File: config.mk
export PLATFORM = sky130hd
export DESIGN_NAME = cp0_reg
export DESIGN_NICKNAME = d
export VERILOG_FILES = /design/src/rtl/cp0_reg.sv
export SDC_FILE = /design/constraint.sdc
export NUM_CORES = 1
export LEC_CHECK = 0
export CAP_MARGIN = 20
export CORE_AREA = 10 10 130 179
export CTS_BUF_LIST = sky130_fd_sc_hd__clkbuf_8
export CTS_CLUSTER_SIZE = 25
export DETAILED_ROUTE_END_ITERATION = 16
export DIE_AREA = 0 0 140 189
export HOLD_SLACK_MARGIN = 0.05
export PLACE_DENSITY = 0.85
export SLEW_MARGIN = 15
export SYNTH_ARGS = -nofsm -noshare
export SYNTH_HDL_FRONTEND = slang
export SYNTH_SLANG_ARGS = --single-unit
File: constraint.sdc
create_clock -name clk -period 4.38 [get_ports clk]
set_clock_uncertainty 0.1 [all_clocks]
set_input_delay 0.876 -clock clk [delete_from_list [all_inputs] [get_ports clk]]
set_output_delay 0.876 -clock clk [all_outputs]
set_load 0.1 [all_outputs]
File: src/rtl/cp0_reg.sv
// cp0_reg: MIPS coprocessor-0 register file (Status, Cause, EPC, EBase, Count,
// Compare, BadVAddr) with commit-stage exception/ERET handling and a
// Count/Compare timer.
//
// Build option: define CP0_TIMER_EN to include the Count/Compare timer. When
// undefined, Count/Compare read 0, ignore writes, and timer_int_o is 0.
//
// Ports:
//   clk, reset           rising-edge clock, asynchronous active-high reset
//   wen, waddr, wdata    MTC0 write (commit stage)
//   raddr, rdata         MFC0 read, combinational, 0 for unmapped numbers
//   int_i                hardware interrupt lines HW5..HW0
//   exception_type_i     exception code from the memory stage
//   pc_i, is_in_delayslot_i, bad_addr_i   exception context
//   *_o                  register contents; timer_int_o timer interrupt
module cp0_reg (
  input  logic        clk,
  input  logic        reset,
  input  logic        wen,
  input  logic [4:0]  waddr,
  input  logic [31:0] wdata,
  input  logic [4:0]  raddr,
  output logic [31:0] rdata,
  input  logic [5:0]  int_i,
  input  logic [31:0] exception_type_i,
  input  logic [31:0] pc_i,
  input  logic        is_in_delayslot_i,
  input  logic [31:0] bad_addr_i,
  output logic [31:0] status_o,
  output logic [31:0] cause_o,
  output logic [31:0] epc_o,
  output logic [31:0] ebase_o,
  output logic [31:0] count_o,
  output logic [31:0] compare_o,
  output logic [31:0] badvaddr_o,
  output logic        timer_int_o
);

  localparam logic [4:0] AddrBadVAddr = 5'd8;
  localparam logic [4:0] AddrCount    = 5'd9;
  localparam logic [4:0] AddrCompare  = 5'd11;
  localparam logic [4:0] AddrStatus   = 5'd12;
  localparam logic [4:0] AddrCause    = 5'd13;
  localparam logic [4:0] AddrEpc      = 5'd14;
  localparam logic [4:0] AddrEBase    = 5'd15;

  localparam logic [31:0] ExcInt  = 32'h1;
  localparam logic [31:0] ExcAdel = 32'h4;
  localparam logic [31:0] ExcAdes = 32'h5;
  localparam logic [31:0] ExcSys  = 32'h8;
  localparam logic [31:0] ExcBrk  = 32'h9;
  localparam logic [31:0] ExcRi   = 32'hA;
  localparam logic [31:0] ExcOv   = 32'hC;
  localparam logic [31:0] ExcEret = 32'hE;

  // Only the writable/architecturally live fields are stored.
  logic [7:0]  status_im_q, status_im_d;
  logic        status_exl_q, status_exl_d;
  logic        status_ie_q, status_ie_d;
  logic        cause_bd_q, cause_bd_d;
  logic        cause_iv_q, cause_iv_d;
  logic [5:0]  cause_hw_q, cause_hw_d;
  logic [1:0]  cause_sw_q, cause_sw_d;
  logic [4:0]  cause_exc_q, cause_exc_d;
  logic [31:0] epc_q, epc_d;
  logic [31:0] ebase_q, ebase_d;
  logic [31:0] badvaddr_q, badvaddr_d;

  logic        timer_int;
  logic        exc_valid;
  logic        exc_eret;
  logic [4:0]  exc_code;
  logic        exl_after_wr;

  always_comb begin
    exc_valid = 1'b0;
    exc_eret  = 1'b0;
    exc_code  = 5'd0;
    case (exception_type_i)
      ExcInt: exc_valid = 1'b1;
      ExcAdel, ExcAdes, ExcSys, ExcBrk, ExcRi, ExcOv: begin
        exc_valid = 1'b1;
        exc_code  = exception_type_i[4:0];
      end
      ExcEret: exc_eret = 1'b1;
      default: ;
    endcase
  end

  always_comb begin
    status_im_d  = status_im_q;
    status_exl_d = status_exl_q;
    status_ie_d  = status_ie_q;
    cause_bd_d   = cause_bd_q;
    cause_iv_d   = cause_iv_q;
    cause_sw_d   = cause_sw_q;
    cause_exc_d  = cause_exc_q;
    epc_d        = epc_q;
    ebase_d      = ebase_q;
    badvaddr_d   = badvaddr_q;
    cause_hw_d   = {int_i[5] | timer_int, int_i[4:0]};

    // MTC0 first; exception handling below overrides overlapping fields.
    if (wen) begin
      case (waddr)
        AddrStatus: begin
          status_im_d  = wdata[15:8];
          status_exl_d = wdata[1];
          status_ie_d  = wdata[0];
        end
        AddrCause: begin
          cause_iv_d = wdata[23];
          cause_sw_d = wdata[9:8];
        end
        AddrEpc:   epc_d   = wdata;
        AddrEBase: ebase_d = wdata;
        default: ;
      endcase
    end

    exl_after_wr = status_exl_d;

    if (exc_eret) begin
      status_exl_d = 1'b0;
    end else if (exc_valid) begin
      // Nested exceptions (EXL already set) keep the original EPC/BD.
      if (!exl_after_wr) begin
        epc_d        = is_in_delayslot_i ? (pc_i - 32'd4) : pc_i;
        cause_bd_d   = is_in_delayslot_i;
        status_exl_d = 1'b1;
      end
      cause_exc_d = exc_code;
      if (exception_type_i == ExcAdel || exception_type_i == ExcAdes) begin
        badvaddr_d = bad_addr_i;
      end
    end
  end

  always_ff @(posedge clk or posedge reset) begin
    if (reset) begin
      status_im_q  <= 8'd0;
      status_exl_q <= 1'b0;
      status_ie_q  <= 1'b0;
      cause_bd_q   <= 1'b0;
      cause_iv_q   <= 1'b0;
      cause_hw_q   <= 6'd0;
      cause_sw_q   <= 2'd0;
      cause_exc_q  <= 5'd0;
      epc_q        <= 32'd0;
      ebase_q      <= 32'h8000_0000;
      badvaddr_q   <= 32'd0;
    end else begin
      status_im_q  <= status_im_d;
      status_exl_q <= status_exl_d;
      status_ie_q  <= status_ie_d;
      cause_bd_q   <= cause_bd_d;
      cause_iv_q   <= cause_iv_d;
      cause_hw_q   <= cause_hw_d;
      cause_sw_q   <= cause_sw_d;
      cause_exc_q  <= cause_exc_d;
      epc_q        <= epc_d;
      ebase_q      <= ebase_d;
      badvaddr_q   <= badvaddr_d;
    end
  end

`ifdef CP0_TIMER_EN
  logic [31:0] count_q, count_d;
  logic [31:0] compare_q, compare_d;
  logic        toggle_q, toggle_d;
  logic        timer_q, timer_d;

  always_comb begin
    toggle_d  = ~toggle_q;
    count_d   = toggle_q ? (count_q + 32'd1) : count_q;
    compare_d = compare_q;
    timer_d   = timer_q | ((count_q == compare_q) && (compare_q != 32'd0));
    if (wen && waddr == AddrCount) begin
      count_d  = wdata;
      toggle_d = 1'b0;
    end
    // A Compare write clears the interrupt even on a coincident match.
    if (wen && waddr == AddrCompare) begin
      compare_d = wdata;
      timer_d   = 1'b0;
    end
  end

  always_ff @(posedge clk or posedge reset) begin
    if (reset) begin
      count_q   <= 32'd0;
      compare_q <= 32'd0;
      toggle_q  <= 1'b0;
      timer_q   <= 1'b0;
    end else begin
      count_q   <= count_d;
      compare_q <= compare_d;
      toggle_q  <= toggle_d;
      timer_q   <= timer_d;
    end
  end

  assign count_o   = count_q;
  assign compare_o = compare_q;
  assign timer_int = timer_q;
`else
  assign count_o   = 32'd0;
  assign compare_o = 32'd0;
  assign timer_int = 1'b0;
`endif

  assign timer_int_o = timer_int;

  assign status_o   = {9'd0, 1'b1, 6'd0, status_im_q, 6'd0, status_exl_q, status_ie_q};
  assign cause_o    = {cause_bd_q, 7'd0, cause_iv_q, 7'd0, cause_hw_q, cause_sw_q, 1'b0,
                       cause_exc_q, 2'd0};
  assign epc_o      = epc_q;
  assign ebase_o    = ebase_q;
  assign badvaddr_o = badvaddr_q;

  always_comb begin
    rdata = 32'd0;
    case (raddr)
      AddrBadVAddr: rdata = badvaddr_o;
      AddrCount:    rdata = count_o;
      AddrCompare:  rdata = compare_o;
      AddrStatus:   rdata = status_o;
      AddrCause:    rdata = cause_o;
      AddrEpc:      rdata = epc_o;
      AddrEBase:    rdata = ebase_o;
      default:      rdata = 32'd0;
    endcase
  end

endmodule

==> qor.yml, run 1 <==
status: "finished clean"
intPower_mw: 2.24
synth_warnings: 0
ys_seq_area_frac: 0.428
critPathMaxFanout: 15
setup_slack_ps: 502
synthSimpleGateAreaFrac: 0.101
cts_hold_repair.buffers: 0
grt_pass1_vias: 6738
maxSlewViolCount: 0
grt.total_usage: 0.194
synth_top_flop_cell: "dfrtp_1"
drv_cap: 0
syn_area_um2: 7080
post-route-drc-count: 0
critPathKind: "input pin to output port"
nets: 1080
initial_utilization: 0.357
port_buffers: 300
combPwrFrac: 0.493
dr.pass1.iters: 8
clkSinkCount: 121
switching_share: 0.512
synth_top_area_frac: 0.424
htreeDepth: 4
synth_mux_area_frac: 0.216
powerDensity_nw_per_um2: 429
tightest_slew_ps: 1040
first_iter_violations: 316
drtAntennaViolNets: 0
yosys.area.top_type: "dfrtp_1"
cts_tree: "built"
cp_common_cell: "buf_4"
synth_cells: 633
synth_xor_area_frac: 0.0359
start_kind: "input pin"
relSlewSlack: 0.302
power_frac_seq: 0.303
switchingPower_mw: 2.35
nFillCells: 1677
antenna_found_initial: 1
place_ws_ps: 513
fmax_mhz: 258
rsz0062_at_grt: "no"
area_growth_pct: 51.3
async_reset_ff_frac: 1.00
synth-seq-cells: 121
synth_edf_count: 0
io-pin-count: 405
ys_types: 49
cp_data_required_time_ps: 3400
core_region_area_um2: 19800
final_common_cell: "clkdlybuf4s50_1"
avgRoutedWirePerCell_um: 22.1
grt_overflow: 0
final_util: 0.540
clk_pin_slew_ps: 80
setup.worst_path.end_class: "output port"
synth_compound_gate_area_share: 0.0707
final_cell_mix: "268 x clkdlybuf4s50_1, 120 x dfrtp_1, 104 x conb_1"
cp.arrival_ps: 2900
grt_pass1_wl_mm: 40.1
dpl.hpwl_mm: 21.2
rows: 61
leakage_nw: 4.81
drt-vias-per-instance: 5.05
synthAdderAreaFrac: 0.00177
irDropWorstVdd_mv: 0.281
gp_congestion: 0.828
cts_resized: 0
finalHoldViolations: 0
grt_max_degree: 76
synth.avg_cell_area_um2: 11.2
crit_chain: "clkdlybuf4s50_1 > nor4b_1 > buf_4 > nor2b_4 > buf_4 > a22oi_1 > nand2_1 > buf_12"
setup_viol: 0
vias: 6040
period_needed_ps: 3880
crit_path_max_incr_delay_ps: 490
synthTopCellsByArea: "dfrtp_1 42%, buf_4 12%, mux2_2 10%"
cp_slowest_cell: "clkdlybuf4s50_1"
drt_wl_total_mm: 26.5
clk_path_buf_depth: 2
timing.setup.tns_ps: 0
synth_top_family_by_area: "multiplexers"
die-area_um2: 26500
die_w_um: 140
timing.final.crit_share: 0.885
drive_gt1_frac: 0.175
fp.dieH_um: 189
postCtsSetupBuffers: 0
cts_buffers: 17
min_path_type: "flip-flop to flip-flop"
clockRootBuffer: "clkbuf_8"
power_frac_clock: 0.204
insertion_delay_ps: 450
[worst paths after layout]
path	startpoint	slack [ps]	to	depth (start not counted)
max in group asynchronous	reset	2890	ebase_o[25]	3
min in group asynchronous	reset	570	badvaddr_o[18]	2
min	badvaddr_o[7]	430	badvaddr_o[7]	1
min reg2reg	badvaddr_o[7]	430	badvaddr_o[7]	1
max reg2reg	status_exl_q	2820	cause_bd_q	4
max	raddr[4]	500	rdata[2]	8
[logic make-up after synthesis]
logic type               after synthesis
buffers and inverters                159
multiplexers                         143
flip-flops                           121
AND/OR/NAND/NOR                      114
AO/OA/AOI/OAI                         64
XOR/XNOR                              29
other                                  2
adder cells (fa/ha/maj)                1
[synth_stat cells, types with 2 or more instances]
cell / number
dfrtp_1: 120
buf_4: 111
mux2_2: 66
mux2i_1: 62
a22oi_1: 35
nand2_1: 29
xnor2_1: 23
inv_1: 20
clkbuf_1: 19
mux2_1: 15
nand3_1: 15
a222oi_1: 14
nor2_1: 12
nor4_1: 10
nor3_1: 9
buf_2: 6
xor2_1: 6
nor3_2: 4
nor3b_1: 4
o21ai_0: 4
or3_1: 4
a21oi_1: 3
a31oi_1: 3
nor4_4: 3
nor4b_1: 3
a41oi_1: 2
and3_1: 2
buf_1: 2
conb_1: 2
nand4_1: 2
nor2b_1: 2
nor4bb_1: 2
o2bb2ai_1: 2
or4_4: 2
[metal layers]
metal  vias up  global-route usage  part of all wire
li1       2667                   -                 -
met1      2980               0.184              0.33
met2       340               0.352              0.54
met3        53              0.0714             0.088
met4         0               0.108             0.038
met5         -                   0                 0
[sequential cells by signal, indices dropped and copies added, names as in the netlist]
register,cells
cause_hw_q,6
status_ie_q,1
status_im_q,8
status_exl_q,1
ebase_o,32
cause_bd_q,1
cause_sw_q,2
epc_o,32
badvaddr_o,32
cause_iv_q,1
cause_exc_q,5
[power by group through the flow]
stage | combinational, mW | clock [mW] | sequential [mW]
3_3_place_gp | 2.25 | 0 | 1.40
4_1_cts | 2.27 | 0.960 | 1.39
2_1_floorplan | 0.770 | 0 | 2.38
3_5_place_dp | 2.26 | 0 | 1.41
6_report | 2.26 | 0.936 | 1.39
5_1_grt | 2.33 | 1.00 | 1.41
[through the flow]
step | instances | instance area, um2 | power (mW) | hold slack [ps]
floorplan | 735 | 7460 | 3.15 | 404
global placement | 1164 | 10400 | 3.65 | 397
detailed placement | 1164 | 10400 | 3.67 | 406
CTS | 1194 | 10700 | 4.62 | 426
global route | 1195 | 10700 | 4.74 | 451
finish | 1196 | 10700 | 4.59 | 427
[cell type report]
cell class	count	area (um2)	share of cell area
clock inverter	10	80.1	0.00747
tap	252	315	0.0294
inverter	20	77.6	0.00724
sequential	121	3030	0.283
multi-input combinational	455	3440	0.321
antenna	2	5.00	0.000467
timing repair buffer	316	3490	0.326
clock buffer	20	275	0.0257
[worst max-delay path: cells and delay by family]
kind | cells | cell delay, ps
compound gates | 1 | 200
buf+inv | 4 | 1110
simple gates | 3 | 700
Power figures use the tool's default switching activity.
==> inputs of run 2 (changes only) <==
--- a/config.mk
+++ b/config.mk
@@ -5,6 +5,7 @@
 export SDC_FILE = /design/constraint.sdc
 export NUM_CORES = 1
 export LEC_CHECK = 0
+export ABC_CLOCK_PERIOD_IN_PS = 4380
 export CAP_MARGIN = 20
 export CORE_AREA = 10 10 130 179
 export CTS_BUF_LIST = sky130_fd_sc_hd__clkbuf_8
==> results of run 2 <==
Same layout as run 1: the final DEF is identical, and so are final timing and power.
